===== config.mk =====
export PLATFORM = sky130hd
export DESIGN_NAME = fp_accumulator
export DESIGN_NICKNAME = d
export VERILOG_FILES = /design/src/rtl/fp_accumulator.sv
export SDC_FILE = /design/constraint.sdc
export NUM_CORES = 1
export LEC_CHECK = 0
export BUFFER_PORTS_ARGS = -buffer_cell sky130_fd_sc_hd__buf_2
export CAP_MARGIN = 5
export CORE_UTILIZATION = 43
export DETAILED_ROUTE_END_ITERATION = 12
export GPL_TIMING_DRIVEN = 1
export PLACE_DENSITY = 0.85
export SLEW_MARGIN = 20
export SYNTH_ARGS = -nofsm -noshare
export SYNTH_HDL_FRONTEND = slang
export SYNTH_SLANG_ARGS = --single-unit

===== constraint.sdc =====
create_clock -name clk -period 4.1 [get_ports clk]
set_input_delay 0.82 -clock clk [delete_from_list [all_inputs] [get_ports clk]]
set_output_delay 0.82 -clock clk [all_outputs]
set_load 0.1 [all_outputs]

===== src/rtl/fp_accumulator.sv =====
// fp_accumulator: accumulates a job of N floats through an external adder; optional FP_ACC_SPECIAL_EN
module fp_accumulator #(
  parameter int DATA_WIDTH  = 32,
  parameter int COUNT_WIDTH = 8
) (
  input  logic                   clk,
  input  logic                   rst_n,
  input  logic                   start,
  input  logic [COUNT_WIDTH-1:0] len,
  input  logic                   in_valid,
  input  logic [DATA_WIDTH-1:0]  in_data,
  input  logic                   in_sub,
  output logic                   in_ready,
  output logic [DATA_WIDTH-1:0]  add_a,
  output logic [DATA_WIDTH-1:0]  add_b,
  output logic                   add_symbol,
  input  logic [DATA_WIDTH-1:0]  add_out,
  output logic                   res_valid,
  output logic [DATA_WIDTH-1:0]  res_data,
  input  logic                   res_ready,
  output logic                   busy,
  output logic [COUNT_WIDTH-1:0] count,
  output logic                   res_special
);
  typedef enum logic [1:0] {IDLE, ACC, DONE} state_t;
  state_t state, state_nxt;
  logic [DATA_WIDTH-1:0]  acc, acc_nxt;
  logic [COUNT_WIDTH-1:0] remaining;
  logic                   hs;
  assign hs         = in_valid && in_ready;
  assign add_a      = acc;
  assign add_b      = in_data;
  assign add_symbol = in_sub;
  assign in_ready   = state == ACC;
  assign res_valid  = state == DONE;
  assign res_data   = res_valid ? acc : '0;
  assign busy       = state != IDLE;
`ifdef FP_ACC_SPECIAL_EN
  logic op_special;
  assign op_special = &in_data[30:23];
  assign acc_nxt    = (res_special || op_special) ? 32'h7FC00000 : add_out;
  // sticky flag: any accepted inf/NaN operand poisons the rest of the job
  always_ff @(posedge clk)
    if (!rst_n || (state == IDLE && start)) res_special <= 1'b0;
    else if (hs && op_special) res_special <= 1'b1;
`else
  assign res_special = 1'b0;
  assign acc_nxt     = add_out;
`endif
  // next-state: start leaves IDLE, last handshake ends ACC, result handshake ends DONE
  always_comb begin
    state_nxt = state;
    if (state == IDLE && start) state_nxt = len != '0 ? ACC : DONE;
    else if (state == ACC && hs && remaining == COUNT_WIDTH'(1)) state_nxt = DONE;
    else if (state == DONE && res_ready) state_nxt = IDLE;
  end
  // state register and datapath updates
  always_ff @(posedge clk)
    if (!rst_n) begin
      state     <= IDLE;
      acc       <= '0;
      remaining <= '0;
      count     <= '0;
    end else begin
      state <= state_nxt;
      if (state == IDLE && start) begin
        acc       <= '0;
        remaining <= len;
        count     <= '0;
      end else if (hs) begin
        acc       <= acc_nxt;
        remaining <= remaining - 1'b1;
        count     <= count + 1'b1;
      end
    end
endmodule


==> impl_metrics.csv <==
group,metric,value,unit
outcome,run_status,"finished clean",
synthesis,sequential_element_share_of_the_synthesized_area,0.402,
timing,setup_ws,1100,ps
clocking,worst_skew_pair.late_latency,300,ps
synthesis,syn_avg_cell_area,7.78,um^2
critical_path,worstReg2RegEnd,"remaining[5]",
floorplan,core_area,5540,um^2
detailed_routing,post_route_drc,0,
critical_path,timing.critical_path.arrival,2180,ps
floorplan,pin_count,187,
timing,timing.hold.ws,468,ps
finish,final_layout_size_suffix_gt1_frac,0.336,
pwr,clockPowerShare,0.328,
timing,clock_skew,10.1,ps
place,gp_routability_congestion,0.845,
pwr,ir_drop,173,uV
clocking,postCtsSetupRepairBufs,0,
critical_path,path_cells,"nor2b_2 > and2_1 > buf_2",
floorplan,std_cell_rows,27,
finish,diode_insertion_count_for_antenna_repair,0,
synthesis,number_of_synthesis_warnings,0,
critical_path,worst_path_max_delay_cell,"nor2b_2",
hold_path,worstHoldPathType,"reg -> reg",
synthesis,postSynthNetCount,401,
timing,grt_setup_unrepaired,"false",
finish,multiInputGateArea,1140,um^2
floorplan,area_of_the_die,6100,um^2
synthesis,cell_taking_the_most_area_after_synthesis,"dfxtp_1",
hold_path,worst_hold_path.num_cells,2,
timing,final-hold-violation-count,0,
clocking,path_clk_slew,100,ps
synthesis,number_of_enable_flip_flop_cells_after_synthesis,0,
pwr,switching_power,329,uW
timing,finalSetupViolCount,0,
timing,fmax,333,MHz
detailed_routing,drt_pass1_iterations,4,
timing,slew_viol_final,0,
place,dp_slack,1370,ps
grt,grt_overflow_total,0,
grt,grt_first_pass_wirelength,9520,um
detailed_routing,drt_wl_total,5830,um
clocking,clock_sink_count,50,
detailed_routing,post_detailed_route_wirelength_per_cell,12.4,um
timing,min_period,3000,ps
critical_path,critical_path.startpoint_type,"register",
critical_path,critical_path.reg2reg.startpoint,"state[0]",
grt,maximum_number_of_pins_on_one_net_before_global_route_repair,48,
finish,fillers,546,
clocking,htree_num_levels,2,
floorplan,die_width,78.1,um
synthesis,synth_cell_type_count,37,
synthesis,synth_area_leaders,"dfxtp_1 40%, nand2_1 11%, buf_4 10%",
critical_path,worst_path_largest_cell_delay,800,ps
grt,antenna_found_initial,0,
clocking,post_cts_resize_count,0,
synthesis,synth.cells.most_frequent,"72 x nand2_1, 50 x dfxtp_1, 37 x a21oi_1",
synthesis,ys_ff_latch,50,
detailed_routing,vias,2348,
timing,finalSetupTns,0,ps
critical_path,required_time_worst_endpoint,3280,ps
synthesis,synth.most_common_cell,"nand2_1",
floorplan,die_height,78.1,um
timing,slew_headroom,0.368,
finish,final_stage_net_count,479,
pwr,power_frac_seq,0.484,
finish,register_area,1000,um^2
finish,area_growth,20.0,%
timing,max_slew.worst_pin.slew,944,ps
detailed_routing,antenna_violating_nets_post_route,0,
place,numPortBuffers,119,
clocking,cts.root.buffer_cell,"clkbuf_8",
pwr,combPwrFrac,0.188,
detailed_routing,first_iter_violations,48,
critical_path,cp_max_fo,33,
synthesis,synth_async_sr_flop_share,0,
critical_path,worstRegToRegCells,4,
grt,grt_util_all_layers,0.195,
clocking,cts_tree,"done",
grt,number_of_global_route_vias_before_repair,2144,
synthesis,yosysTopAreaCellShare,0.402,
floorplan,effective_utilization_at_floorplan,0.450,
pwr,switching_share,0.307,
pwr,power.internal,742,uW
critical_path,timing.critical_path.to_type,"output pin",
synthesis,netlist_instances,320,
flow_run,cap_viol_max_count,0,
pwr,power,1.07,mW
timing,period_share,0.733,
synthesis,ys_dominant_reg_cell,"dfxtp_1",
hold_path,hold_path_sink,"add_a[28]",
pwr,power_density,358,nW/um^2
place,place.detailed.hpwl,4350,um
critical_path,worst-r2r-setup-slack,2080,ps
synthesis,post_synth_instance_area,2490,um^2
detailed_routing,avgViaCountPerCell,4.99,
critical_path,path_class,"reg -> out",
clocking,post_cts_hold_buffer_count,0,
clocking,clk_path_buf_depth,2,
hold_path,worst_hold_startpoint,"add_a[28]",
pwr,power_leakage,1.42,nW
clocking,tritoncts.num_buffers,5,
-- flip-flops by register name, summed over array words and instances, names as in the netlist --
| signal | cells |
|---|---|
| remaining | 8 |
| add_a | 32 |
| count | 8 |
| state | 2 |
-- cell type report --
class | instances | share of cell area
multi-input cells | 214 | 0.381
clock inverters | 3 | 0.0163
well taps | 72 | 0.0301
flip-flops and latches | 50 | 0.335
clock buffers | 5 | 0.0230
repair buffers | 123 | 0.209
inverters | 4 | 0.00502
-- worst max-delay path by stage --
stage	from	cells past startpoint	to
after floorplan	state[1]	3	res_data[22]
after global placement	state[1]	3	res_data[14]
after detailed placement	state[1]	3	res_data[5]
after CTS	state[1]	3	res_data[5]
after global routing	state[1]	3	res_data[9]
final	state[1]	3	res_data[5]
-- power groups by stage --
stage / sequential, mW / clock (mW) / combinational [mW]
floorplan: 0.587 / 0 / 0.246
global placement: 0.528 / 0 / 0.199
detailed placement: 0.529 / 0 / 0.202
CTS: 0.518 / 0.366 / 0.203
global route: 0.521 / 0.391 / 0.217
finish: 0.518 / 0.351 / 0.202
-- worst max-delay path: cells and delay by family (launching register included) --
kind,cells,cell delay [ps]
and+or+nand+nor,2,1040
buffers and inverters,1,430
DFF,1,420
-- stage by stage --
| step | area, um^2 | util | instances |
|---|---|---|---|
| final | 2990 | 0.540 | 471 |
| after global routing | 2990 | 0.540 | 471 |
| after CTS | 2990 | 0.540 | 471 |
| after detailed placement | 2870 | 0.518 | 463 |
| after global placement | 2870 | 0.518 | 463 |
| after floorplan | 2490 | - | 320 |
-- routing by layer --
layer	global-route usage	share of wire	routed length (um)
met1	0.212	0.41	2380
met2	0.356	0.52	3060
met3	0.0337	0.051	299
met4	0.107	0.016	93
met5	0	0	0
-- cell families after synthesis --
logic type      synth area share
simple gates               0.279
compound gates             0.137
buf+inv                    0.142
flops                      0.402
xor+xnor                  0.0246
fa+ha+maj                 0.0151
other cells              0.00151
-- cell usage in the layout, fill, tap and decap left out, types with 2 or more instances in the layout --
cell and count:
nor2b_1 3, o311ai_0 2, inv_1 4, buf_4 4, xnor2_1 4, xor2_1 3
and2_1 32, dfxtp_1 50, a221oi_1 2, buf_2 119, nand4_1 3, nor4_1 5
o21ai_0 5, nor2_1 15, a21oi_1 37, a21boi_0 4, a21boi_1 2, nand2b_1 2
o21a_1 2, clkbuf_8 5, nand2_1 72, nor3_1 4, ha_1 3
Power figures use the tool's default switching activity.
